## src/rtl/capture_sequencer.sv

```systemverilog
// rtl/capture_sequencer.sv - capture/readback sequencer for the 8-channel logic analyser
//
// Purpose: generates the sample strobe, evaluates the masked trigger, counts
// post-trigger samples and addresses the capture BRAM for writing. After the
// last write it reads the whole buffer back newest-first and feeds each byte
// to the UART transmitter.
//
// Ports:
//   CAP_CLK     sampling/system clock
//   RST         asynchronous active-high reset
//   CAP         synchronised channel inputs
//   arm/abort   one-cycle start / cancel pulses from the command decoder
//   div         sample period minus 1 (CAP_CLK cycles)
//   trig_mask   channels taking part in the trigger
//   trig_value  required level of each masked channel
//   delay_cnt   samples written after the trigger sample
//   wr_addr/wr_ce  BRAM write port control
//   rd_addr/rd_ce  BRAM read port control (1-cycle read latency)
//   tx_start/tx_busy  UART transmitter handshake
//   tx_own      high while this block drives the UART data mux
//   running     high in any state except IDLE
//   done        one-cycle pulse when readback completes
module capture_sequencer #(
    parameter int ADDR_W = 13,
    parameter int DIV_W  = 24,
    parameter int CH     = 8
) (
    input  logic              CAP_CLK,
    input  logic              RST,
    input  logic [CH-1:0]     CAP,
    input  logic              arm,
    input  logic              abort,
    input  logic [DIV_W-1:0]  div,
    input  logic [CH-1:0]     trig_mask,
    input  logic [CH-1:0]     trig_value,
    input  logic [ADDR_W-1:0] delay_cnt,
    output logic [ADDR_W-1:0] wr_addr,
    output logic              wr_ce,
    output logic [ADDR_W-1:0] rd_addr,
    output logic              rd_ce,
    output logic              tx_start,
    input  logic              tx_busy,
    output logic              tx_own,
    output logic              running,
    output logic              done
);

    typedef enum logic [2:0] {
        S_IDLE, S_ARMED, S_POST, S_RD_ISSUE, S_RD_WAIT, S_TX_REQ, S_TX_BUSY, S_TX_DONE
    } state_t;

    // Value of the sent counter just before the final byte completes.
    localparam logic [ADDR_W:0] LAST_SENT = {1'b0, {ADDR_W{1'b1}}};

    state_t            state_q, state_d;
    logic [DIV_W-1:0]  div_q, div_d;
    logic [CH-1:0]     mask_q, mask_d;
    logic [CH-1:0]     value_q, value_d;
    logic [ADDR_W-1:0] delay_q, delay_d;
    logic [DIV_W-1:0]  div_cnt_q, div_cnt_d;
    logic [ADDR_W-1:0] wr_addr_q, wr_addr_d;
    logic [ADDR_W-1:0] rd_addr_q, rd_addr_d;
    logic [ADDR_W-1:0] remaining_q, remaining_d;
    logic [ADDR_W:0]   sent_q, sent_d;
    logic              started_q, started_d;

    logic sampling;
    logic strobe;
    logic hit;

    always_comb begin
        state_d     = state_q;
        div_d       = div_q;
        mask_d      = mask_q;
        value_d     = value_q;
        delay_d     = delay_q;
        div_cnt_d   = div_cnt_q;
        wr_addr_d   = wr_addr_q;
        rd_addr_d   = rd_addr_q;
        remaining_d = remaining_q;
        sent_d      = sent_q;
        started_d   = started_q;
        wr_ce       = 1'b0;
        rd_ce       = 1'b0;
        tx_start    = 1'b0;
        tx_own      = 1'b0;
        done        = 1'b0;
        running     = (state_q != S_IDLE);

        sampling = (state_q == S_ARMED) || (state_q == S_POST);
        // abort wins over a coincident strobe: nothing is written that cycle.
        strobe   = sampling && (div_cnt_q == div_q) && !abort;
        hit      = ((CAP ^ value_q) & mask_q) == '0;

        if (sampling) begin
            div_cnt_d = strobe ? '0 : div_cnt_q + 1'b1;
        end
        if (strobe) begin
            wr_ce     = 1'b1;
            wr_addr_d = wr_addr_q + 1'b1;
        end

        case (state_q)
            S_IDLE: begin
                if (arm && !abort) begin
                    state_d   = S_ARMED;
                    wr_addr_d = '0;
                    div_cnt_d = '0;
                    div_d     = div;
                    mask_d    = trig_mask;
                    value_d   = trig_value;
                    delay_d   = delay_cnt;
                end
            end
            S_ARMED: begin
                if (strobe && hit) begin
                    if (delay_q == '0) begin
                        // Trigger sample is also the final write.
                        state_d   = S_RD_ISSUE;
                        rd_addr_d = wr_addr_q;
                        sent_d    = '0;
                    end else begin
                        state_d     = S_POST;
                        remaining_d = delay_q - 1'b1;
                    end
                end
            end
            S_POST: begin
                if (strobe) begin
                    if (remaining_q == '0) begin
                        state_d   = S_RD_ISSUE;
                        rd_addr_d = wr_addr_q;
                        sent_d    = '0;
                    end else begin
                        remaining_d = remaining_q - 1'b1;
                    end
                end
            end
            S_RD_ISSUE: begin
                tx_own    = 1'b1;
                rd_ce     = 1'b1;
                started_d = 1'b0;
                state_d   = S_RD_WAIT;
            end
            S_RD_WAIT: begin
                tx_own  = 1'b1;
                state_d = S_TX_REQ;
            end
            S_TX_REQ: begin
                tx_own = 1'b1;
                // A busy seen before our own request belongs to an older frame
                // (e.g. one left running by an abort); only move on once our
                // request has been accepted.
                if (!tx_busy) begin
                    tx_start  = !abort;
                    started_d = 1'b1;
                end else if (started_q) begin
                    state_d = S_TX_BUSY;
                end
            end
            S_TX_BUSY: begin
                tx_own = 1'b1;
                if (!tx_busy) begin
                    sent_d    = sent_q + 1'b1;
                    rd_addr_d = rd_addr_q - 1'b1;
                    state_d   = (sent_q == LAST_SENT) ? S_TX_DONE : S_RD_ISSUE;
                end
            end
            S_TX_DONE: begin
                tx_own  = 1'b1;
                done    = !abort;
                state_d = S_IDLE;
            end
            default: state_d = S_IDLE;
        endcase

        if (abort) begin
            state_d = S_IDLE;
        end
    end

    always_ff @(posedge CAP_CLK or posedge RST) begin
        if (RST) begin
            state_q     <= S_IDLE;
            div_q       <= '0;
            mask_q      <= '0;
            value_q     <= '0;
            delay_q     <= '0;
            div_cnt_q   <= '0;
            wr_addr_q   <= '0;
            rd_addr_q   <= '0;
            remaining_q <= '0;
            sent_q      <= '0;
            started_q   <= 1'b0;
        end else begin
            state_q     <= state_d;
            div_q       <= div_d;
            mask_q      <= mask_d;
            value_q     <= value_d;
            delay_q     <= delay_d;
            div_cnt_q   <= div_cnt_d;
            wr_addr_q   <= wr_addr_d;
            rd_addr_q   <= rd_addr_d;
            remaining_q <= remaining_d;
            sent_q      <= sent_d;
            started_q   <= started_d;
        end
    end

    assign wr_addr = wr_addr_q;
    assign rd_addr = rd_addr_q;

endmodule

```

## config.mk

```make
export PLATFORM = sky130hd
export DESIGN_NAME = capture_sequencer
export DESIGN_NICKNAME = d
export VERILOG_FILES = /design/src/rtl/capture_sequencer.sv
export SDC_FILE = /design/constraint.sdc
export NUM_CORES = 1
export LEC_CHECK = 0
export ABC_CLOCK_PERIOD_IN_PS = 4310
export CORE_UTILIZATION = 50
export CTS_CLUSTER_SIZE = 25
export DETAILED_ROUTE_END_ITERATION = 6
export PLACE_DENSITY = 0.78
export SETUP_SLACK_MARGIN = 0.4
export SLEW_MARGIN = 5
export SYNTH_ARGS = -nofsm -noshare
export SYNTH_HDL_FRONTEND = slang
export SYNTH_SLANG_ARGS = --single-unit
```

## constraint.sdc

```tcl
create_clock -name CAP_CLK -period 4.31 [get_ports CAP_CLK]
set_clock_uncertainty 0.05 [all_clocks]
set_input_delay 0.862 -clock CAP_CLK [delete_from_list [all_inputs] [get_ports CAP_CLK]]
set_output_delay 0.862 -clock CAP_CLK [all_outputs]
set_load 0.05 [all_outputs]
```

==> results.txt <==
----------------------------------------------------
[Yosys]
  Area of the mapped netlist ... 7335 um2
  Number of synthesized flops with an enable pin ... 0
  Main flop type after synthesis ... dfrtp_1
  Per-instance average area after synthesis ... 8.659 um2
  Post-Synthesis Net Count ... 918
  Fraction of registers with async set/reset ... 100.0%
  YS warnings ... 0
  Unique cell type count in the Yosys netlist ... 74
  Mapped Cells ... 847
  Flop and latch count out of synthesis ... 134
  Sequential fraction of the synthesis area ... 45.72%

[Die]
  Die extent in y ... 123.1 um
  Floorplan die width ... 123.1 um
  Area of the die ... 15160 um2
  Area of the placeable core ... 14100 um2
  Effective utilization at floorplan ... 52.03%
  Cell row count ... 43
  IO Pins ... 98

[Clocking]
  Clock transition at the register clock pins on the worst setup and hold paths after CTS ... 0.05 ns
  Setup Buffers After CTS ... 0
  Max clock buf depth ... 2
  Level count of the clock H-tree ... 4
  TritonCTS buffer count ... 17
  Number of hold-repair buffers added at the cts stage ... 0
  Clock tree from TritonCTS ... done
  Sink Count ... 134
  Clock latency of the later-clocked register in the worst-skew pair ... 0.42 ns
  Buffer cell driving the clock tree root ... clkbuf_16
  Total of cells resized after clock tree synthesis ... 0

[Power]
  Power per unit of standard cell area ... 399.0 nW/um2
  Gate power share ... 14.2%
  Share of total power in sequential cells ... 42.1%
  Internal power component ... 2.688 mW
  Net Switching ... 954.1 uW
  Part of the power in the clock network ... 43.7%
  Peak supply drop ... 300.2 uV
  Leakage ... 4.094 nW
  Switching portion of total power ... 26.19%

[Worst setup path]
  Startpoint class of the critical path ... primary input
  Crit path max fanout ... 2
  Crit. End Element ... primary output
  Type of the setup path with the least slack ... in2out
  Signal arrival time at the worst endpoint ... 2.69 ns
  Worst setup path startpoint ... abort
  Worst reg2reg path startpoint ... div_cnt_q[3]
  Data required time of the worst path ... 3.40 ns

[Final layout]
  Signed area change from the synthesized netlist to the final layout ... 24.48%
  Fillers ... 1162
  Final layout net count ... 1011
  Number of antenna cells inserted ... 0
  Fraction of final layout cells with drive strength greater than 1 ... 8.526%

[Drt]
  Total Wirelength ... 17590 um
  Number of detailed-route iterations in the first pass ... 5
  Antenna violation net count after detailed routing ... 0
  Ratio of routed vias to standard cells ... 5.672
  DRC Markers ... 0
  Via total after detailed routing ... 6409
  DR WL/cell ... 15.56 um
  Drt first-iter violations ... 569

[STA]
  Max Transition Viols Final ... 0
  Total negative slack ... 0 ns
  Slew at the pin with the worst max-slew slack ... 0.9242 ns
  Worst-case headroom to the max-slew limit ... 37.82%
  Final setup violation count ... 0
  Setup repair after global routing missed its margin ... no
  Worst Slack Setup Final ... 0.7099 ns
  Top achievable clock speed ... 277.8 MHz
  Final worst path period need ... 3.600 ns
  Hold Violations, Final ... 0
  Period utilization ... 83.53%

[Status]
  Status ... complete, no violations

[Placed design]
  Dpl ws ... 0.6901 ns
  Post-DP HPWL ... 12090 um
  Port buffer count ... 97
  Placer Congestion ... 0.8715

[Min path]
  Hold Path Class ... reg2reg
  Launch instance of the worst min-delay path ... mask_q[0]

[GRT]
  Remaining Overflow, GRT ... 0
  First-pass GRT wire length ... 29880 um
  Global-route usage over all layers ... 25.41%
  Number of global-route vias before repair ... 6313
  Pin count of the biggest net entering global routing ... 78
  Initial antenna violation count ... 0

[Run]
  Count of maximum capacitance violations ... 0

----------------------------------------------------
-- logic make-up (layout without fill, tap and decap cells) --
kind of cell    count (synthesis)  after routing  share of synthesized area [%]
compound gates                138            138                          12.91
simple gates                  441            441                          28.13
xor+xnor                       66             66                          7.881
mux                             9              9                          1.262
fa+ha+maj                       5              5                         0.8530
buf+inv                        54            157                          3.241
flops                         134            134                          45.72
-- flip-flops by register name (all words and copies together) (netlist names) --
name / count
div_cnt_q: 24
div_q: 24
sent_q: 14
delay_q: 13
rd_addr: 13
remaining_q: 13
wr_addr: 13
mask_q: 8
value_q: 8
state_q: 3
started_q: 1
-- synth_stat cells (all sizes together), types with 7 or more instances --
master	count	area share [%]
dfrtp	134	46
nand2	210	11
mux2i	7	0.96
o31ai	7	0.72
nand2b	11	0.94
or3	12	1.1
nor4	14	1.5
a21oi	30	2.4
o21ai	51	3.6
nor2	76	3.9
buf	10	0.99
nand3	32	2.3
inv	15	0.77
nor3	22	1.5
and3	16	1.4
xor2	51	6.1
nand4	21	1.8
clkbuf	29	1.5
xnor2	15	1.8
-- cell usage in the layout, fill, tap and decap left out, drive strengths merged, types with 12 or more instances in the layout --
master,count
nor3,22
nor2,76
nand2,210
xnor2,15
nor4,14
clkbuf,20
xor2,51
dfrtp,134
a21oi,30
o21ai,51
clkdlybuf4s50,96
or3,12
inv,14
buf,17
and3,16
nand4,21
nand3,32
-- path summary, 6_finish.rpt --
kind                                       end  slack (ns)  depth (start not counted)
worst max-delay path                  tx_start        0.71                          4
worst min-delay path                 mask_q[0]        0.43                          2
worst max register to register  remaining_q[2]        1.13                          7
worst min register to register       mask_q[0]        0.43                          2
max in group asynchronous          wr_addr[12]        2.45                          3
min in group asynchronous            div_q[19]        0.91                          2
-- power groups by stage --
| stage | Sequential [mW] | Combinational (mW) | Clock [mW] |
|---|---|---|---|
| 6_report | 1.53 | 0.518 | 1.59 |
| 5_1_grt | 1.55 | 0.592 | 1.66 |
| 3_5_place_dp | 1.55 | 0.520 | 0 |
| 3_3_place_gp | 1.55 | 0.503 | 0 |
| 4_1_cts | 1.53 | 0.522 | 1.60 |
| 2_1_floorplan | 1.51 | 0.373 | 0 |
-- area by class of cell --
type	count	area, um2	share of cell area, %
Inverter	15	60.06	0.6578
Multi-Input combinational cell	659	3749	41.06
Timing Repair Buffer	113	1101	12.06
Tap cell	180	225.2	2.467
Clock inverter	9	175.2	1.919
Clock buffer	20	466.7	5.112
Sequential cell	134	3353	36.73
-- per-stage QoR --
step | util, % | instances | power (mW) | hold WS (ns) | cell area [um2]
2_1_floorplan | - | 847 | 1.879 | 0.3961 | 7338
3_3_place_gp | 60.22 | 1101 | 2.054 | 0.4155 | 8488
3_5_place_dp | 60.22 | 1101 | 2.070 | 0.4177 | 8488
4_1_cts | 64.77 | 1130 | 3.657 | 0.4319 | 9130
5_1_grt | 64.77 | 1130 | 3.801 | 0.4486 | 9130
6_report | 64.77 | 1130 | 3.642 | 0.4268 | 9130
-- worst max-delay path: stages --
cell and delay (ns):
clkdlybuf4s50_1 0.41, nand2b_1 0.20, nor3_1 0.32, clkdlybuf4s50_1 0.89
-- routing by layer --
layer	wire, um	vias up	global-route usage [%]
met5	0	-	0
li1	-	3110	-
met1	7898	3068	33.69
met4	291	0	8.584
met3	1090	26	6.873
met2	8304	205	40.31
(Power assumes the default switching activity.)
